<file path="config.mk">
export PLATFORM = sky130hd
export DESIGN_NAME = pixel_mem_arbiter
export DESIGN_NICKNAME = d
export VERILOG_FILES = /design/src/rtl/pixel_mem_arbiter.sv
export SDC_FILE = /design/constraint.sdc
export NUM_CORES = 1
export LEC_CHECK = 0
export BUFFER_PORTS_ARGS = -buffer_cell sky130_fd_sc_hd__clkbuf_2
export CAP_MARGIN = 5
export CORE_UTILIZATION = 44
export CTS_CLUSTER_SIZE = 20
export DETAILED_ROUTE_END_ITERATION = 10
export GPL_TIMING_DRIVEN = 0
export PLACE_DENSITY = 0.86
export SKIP_CTS_REPAIR_TIMING = 1
export SYNTH_ARGS = -nofsm -noshare
export SYNTH_HDL_FRONTEND = slang
export SYNTH_SLANG_ARGS = --single-unit
</file>
<file path="constraint.sdc">
create_clock -name vclock_i -period 2.4 [get_ports vclock_i]
set_input_delay 0.24 -clock vclock_i [delete_from_list [all_inputs] [get_ports vclock_i]]
set_output_delay 0.24 -clock vclock_i [all_outputs]
set_load 0.005 [all_outputs]
</file>
<file path="src/rtl/pixel_mem_arbiter.sv">
// Time-slots one single-port double-buffered pixel BRAM between VGA scan-out reads
// and game-logic writes, with buffer swaps deferred to the vsync falling edge.
module pixel_mem_arbiter #(
  parameter int DATA_W = 4,
  parameter int FB_W   = 160,
  parameter int FB_H   = 120
) (
  input  logic              vclock_i,
  input  logic              reset_i,
  input  logic [9:0]        hcount_i,
  input  logic [9:0]        vcount_i,
  input  logic              blank_i,
  input  logic              vsync_i,
  input  logic              wr_req_i,
  input  logic [14:0]       wr_addr_i,
  input  logic [DATA_W-1:0] wr_data_i,
  output logic              wr_ack_o,
  input  logic              swap_req_i,
  output logic              swap_done_o,
  output logic              front_bank_o,
  output logic [15:0]       mem_addr_o,
  output logic              mem_we_o,
  output logic [DATA_W-1:0] mem_wdata_o,
  input  logic [DATA_W-1:0] mem_rdata_i,
  output logic [DATA_W-1:0] pixel_out_o,
  output logic              blank_out_o
);

  localparam logic [14:0] FB_SIZE = 15'(FB_W * FB_H);

  typedef enum logic {RUN, PEND} state_t;

  state_t              state_q, state_d;
  logic [9:0]          hcount_q;
  logic                vsync_q;
  logic                front_q, front_d;
  logic                swap_done_q, swap_done_d;
  logic [15:0]         mem_addr_q, mem_addr_d;
  logic                mem_we_q, mem_we_d;
  logic [DATA_W-1:0]   mem_wdata_q, mem_wdata_d;
  logic                rd_vld_q;
  logic                blank_d1_q, blank_out_q;
  logic [DATA_W-1:0]   pixel_q, pixel_d;

  logic                disp;
  logic                grant;
  logic                vs_fall;
  logic [14:0]         v_row;
  logic [14:0]         rd_idx;
  logic                unused_vcount;

  assign unused_vcount = ^{vcount_i[9], vcount_i[1:0]};

  assign disp    = (hcount_i != hcount_q) && !blank_i;
  assign vs_fall = vsync_q && !vsync_i;
  assign v_row   = {8'd0, vcount_i[8:2]};
  // row * 160 as a shift-add: (v << 7) + (v << 5)
  assign rd_idx  = (v_row << 7) + (v_row << 5) + {7'd0, hcount_i[9:2]};
  assign grant   = !reset_i && !disp && wr_req_i && !swap_req_i && (state_q == RUN);

  always_comb begin
    state_d     = state_q;
    front_d     = front_q;
    swap_done_d = 1'b0;
    unique case (state_q)
      RUN: begin
        if (swap_req_i && vs_fall) begin
          front_d     = ~front_q;
          swap_done_d = 1'b1;
        end else if (swap_req_i) begin
          state_d = PEND;
        end
      end
      PEND: begin
        if (vs_fall) begin
          front_d     = ~front_q;
          swap_done_d = 1'b1;
          state_d     = RUN;
        end
      end
      default: state_d = RUN;
    endcase
  end

  always_comb begin
    mem_addr_d  = mem_addr_q;
    mem_we_d    = 1'b0;
    mem_wdata_d = mem_wdata_q;
    if (disp) begin
      mem_addr_d = {front_q, rd_idx};
    end else if (grant) begin
      mem_addr_d  = {~front_q, wr_addr_i};
      mem_we_d    = (wr_addr_i < FB_SIZE);
      mem_wdata_d = wr_data_i;
    end
  end

  // mem_addr_q doubles as the BRAM address register, so read data is back the cycle after a DISP slot
  always_comb begin
    pixel_d = pixel_q;
    if (blank_d1_q)    pixel_d = '0;
    else if (rd_vld_q) pixel_d = mem_rdata_i;
  end

  always_ff @(posedge vclock_i) begin
    if (reset_i) begin
      state_q     <= RUN;
      hcount_q    <= '0;
      vsync_q     <= 1'b1;
      front_q     <= 1'b0;
      swap_done_q <= 1'b0;
      mem_addr_q  <= '0;
      mem_we_q    <= 1'b0;
      mem_wdata_q <= '0;
      rd_vld_q    <= 1'b0;
      blank_d1_q  <= 1'b1;
      blank_out_q <= 1'b1;
      pixel_q     <= '0;
    end else begin
      state_q     <= state_d;
      hcount_q    <= hcount_i;
      vsync_q     <= vsync_i;
      front_q     <= front_d;
      swap_done_q <= swap_done_d;
      mem_addr_q  <= mem_addr_d;
      mem_we_q    <= mem_we_d;
      mem_wdata_q <= mem_wdata_d;
      rd_vld_q    <= disp;
      blank_d1_q  <= blank_i;
      blank_out_q <= blank_d1_q;
      pixel_q     <= pixel_d;
    end
  end

  assign wr_ack_o     = grant;
  assign swap_done_o  = swap_done_q;
  assign front_bank_o = front_q;
  assign mem_addr_o   = mem_addr_q;
  assign mem_we_o     = mem_we_q;
  assign mem_wdata_o  = mem_wdata_q;
  assign pixel_out_o  = pixel_q;
  assign blank_out_o  = blank_out_q;

endmodule

</file>
==> results.tsv <==
stage	metric	value	unit
global_route	grt_pass1_wl	7990	um
worst_setup_path	cp_max_fo	10	
placed_design	place_ws	-0.229	ns
yosys	yosysWarnings	0	
timing	rsz0062_at_grt	no	
power_and_ir_drop	leakage	1.29	nW
yosys	synth_top_area_share	0.394	
floorplan	start_util	0.473	
yosys	synthMuxAreaShare	0.0763	
global_route	grt_pass1_vias	1783	
floorplan	die_w	71.6	um
global_route	grt_usage	0.201	
power_and_ir_drop	internal-power	1.13	mW
yosys	synthAdderAreaFrac	0.0951	
layout	syn2layout_area_growth	25.7	%
yosys	synth_compound_area_frac	0.148	
clock_network	clockBufferDepth	2	
timing	drv_slew	0	
detailed_routing	wl_per_cell	13.8	um
yosys	synth_area_per_cell	9.56	um^2
detailed_routing	via_count	1888	
detailed_routing	vias_per_cell	5.30	
clock_network	cts_max_level	2	
yosys	synth_nets	287	
run	drv_cap	0	
worst_setup_path	critical_path_class	register to primary output	
worst_setup_path	startpoint_type	register	
yosys	synth_seq_cells	42	
status	status	finished, final reports clean	
power_and_ir_drop	p_sw	430	uW
clock_network	cts_tree	done	
yosys	synthCells	223	
worst_setup_path	cp.arrival	1.99	ns
yosys	yosys-top-cells-area	dfxtp_1 (39%), ha_1 (7.6%), mux2i_1 (6.6%)	
clock_network	clk_latency	0.29	ns
floorplan	io_pins	78	
yosys	synthArstFlopShare	0	
worst_setup_path	r2r_cells	6	
detailed_routing	drt_iter0_markers	86	
global_route	grt.overflow.total	0	
floorplan	die_area	5130	um^2
layout	utilization	0.595	
power_and_ir_drop	p_per_area	584	nW/um^2
layout	fin_nets	367	
clock_network	cts_made_buffers	5	
yosys	synth_simple_gate_area_frac	0.174	
placed_design	dpl_cell_area	2560	um^2
layout	antenna_cells	0	
floorplan	die_h	71.6	um
yosys	seq_area_frac_synth	0.394	
placed_design	place.gp.congestion	0.787	
detailed_routing	drc	0	
power_and_ir_drop	p_sw_frac	0.275	
global_route	grt_max_degree	13	
timing	period_share	0.928	
global_route	antenna_found_initial	0	
floorplan	core_area	4500	um^2
timing	worst_pin_slew	0.515	ns
clock_network	clkSinkCount	42	
detailed_routing	drt_first_pass_iters	7	
yosys	synth-edff-count	0	
power_and_ir_drop	clkPwrFrac	0.298	
timing	maxSlewHeadroom	0.657	
worst_hold_path	hp-class	input pin to register	
worst_setup_path	end_kind	primary output	
yosys	synth-xor-area-share	0.0534	
timing	worst_slack	0.172	ns
detailed_routing	totalWireLength	4900	um
yosys	syn_area	2130	um^2
power_and_ir_drop	comb_power_share	0.217	
timing	fin_setup_tns	0	ns
timing	hold_viol_final	0	
layout	final_area	2680	um^2
power_and_ir_drop	irDropWorstVdd	241	uV
yosys	synth_top_family_by_area	simple AND/OR/NAND/NOR gates	
worst_setup_path	required	2.16	ns
yosys	yosysMostFrequentCell	dfxtp_1	
timing	fmax	449	MHz
power_and_ir_drop	seqPwrFrac	0.486	
layout	drive_gt1_frac	0.342	
yosys	synth_commonest_cells	dfxtp_1 (42), nor2_1 (18), mux2i_1 (14)	
yosys	synthFlopType	dfxtp_1	
detailed_routing	ant_nets	0	
yosys	synth_top_cell_by_area	dfxtp_1	
clock_network	cts.clk_slew.worst_paths	0.08	ns
layout	nFillCells	412	
yosys	ys_types	42	
timing	setup_viol	0	
placed_design	place_hpwl	3760	um
clock_network	clockRootBuffer	clkbuf_8	
floorplan	rows	24	
placed_design	portBuffers	73	
worst_hold_path	worstHoldPathCells	2	
timing	final.setup_skew	0.00457	ns
timing	fin_crit	2.23	ns
-- critical path, stage by stage, from the launching register on --
cell      delay [ns]
dfxtp_1         0.31
xor2_1          0.18
nor4_4          0.41
a31o_1          0.26
buf_6           0.17
buf_12          0.13
nand2_1         0.07
inv_1           0.06
clkbuf_2        0.10
-- registers in the layout, indices dropped and copies added (netlist names) --
signal and cells:
front_bank_o 1, rd_vld_q 1, swap_done_o 1, blank_out_o 1, state_q 1, mem_wdata_o 4, blank_d1_q 1, mem_addr_o 16
mem_we_o 1, vsync_q 1, pixel_out_o 4, hcount_q 10
-- cells in the final DEF (no fill, tap or decap), types with 3 or more instances in the layout --
| master | netlist | layout |
|---|---|---|
| ha_1 | 13 | 13 |
| buf_4 | 3 | 3 |
| inv_1 | 8 | 8 |
| clkbuf_2 | 0 | 73 |
| a211oi_1 | 11 | 10 |
| or2_2 | 6 | 6 |
| xor2_1 | 13 | 13 |
| nand2_1 | 4 | 4 |
| o21ai_0 | 7 | 6 |
| nor2_1 | 18 | 18 |
| a21o_1 | 8 | 8 |
| nand2b_1 | 3 | 3 |
| clkbuf_8 | 0 | 6 |
| nand3_1 | 3 | 3 |
| buf_2 | 4 | 4 |
| mux2i_1 | 14 | 14 |
| a21oi_1 | 12 | 12 |
| nor3_1 | 10 | 10 |
| nor2b_1 | 11 | 11 |
| dfxtp_1 | 42 | 42 |
-- power by group through the flow --
stage / logic, mW / clock network [mW] / registers [mW]
finish: 0.339 / 0.466 / 0.760
global placement: 0.317 / 0 / 0.774
global route: 0.377 / 0.498 / 0.765
CTS: 0.329 / 0.468 / 0.760
floorplan: 0.207 / 0 / 0.775
detailed placement: 0.325 / 0 / 0.776
-- metal layers --
layer | track usage | up-vias | part of all wire
li1 | - | 946 | -
met1 | 0.247 | 876 | 0.45
met2 | 0.352 | 59 | 0.50
met3 | 0.0366 | 7 | 0.045
met4 | 0.0675 | 0 | 0.010
met5 | 0 | - | 0
-- cell families after synthesis --
kind of cell	Yosys count
flops	42
xor+xnor	13
fa+ha+maj	15
compound gates	48
buf+inv	21
simple gates	68
mux	16
-- stage by stage --
step	power [mW]	std cells	hold slack [ns]
final	1.56	356	0.139
after floorplan	0.982	223	0.329
after global placement	1.09	348	0.439
after global routing	1.64	356	0.148
after CTS	1.56	356	0.136
after detailed placement	1.10	348	0.439
-- cell type report --
| type | count | area [um^2] | share of cell area |
|---|---|---|---|
| tap | 52 | 65.1 | 0.0243 |
| inverter | 8 | 30.0 | 0.0112 |
| sequential | 42 | 841 | 0.314 |
| clock buffer | 7 | 86.3 | 0.0322 |
| multi-input combinational | 160 | 1190 | 0.444 |
| clock inverter | 1 | 5.00 | 0.00187 |
| timing repair buffer | 73 | 365 | 0.136 |
| buffer | 13 | 96.3 | 0.0359 |
-- path summary, 6_finish.rpt --
check                               from                           to  slack (ns)
max               hcount_q[3]$_SDFF_PP0_                     wr_ack_o        0.17
min                        wr_addr_i[14]          mem_we_o$_SDFF_PP0_        0.14
max reg2reg       hcount_q[3]$_SDFF_PP0_  mem_addr_o[11]$_SDFFE_PP0P_        0.67
min reg2reg  mem_wdata_o[0]$_SDFFE_PP0P_  mem_wdata_o[0]$_SDFFE_PP0P_        0.48
Note: power is estimated with default switching activity, not from simulation.
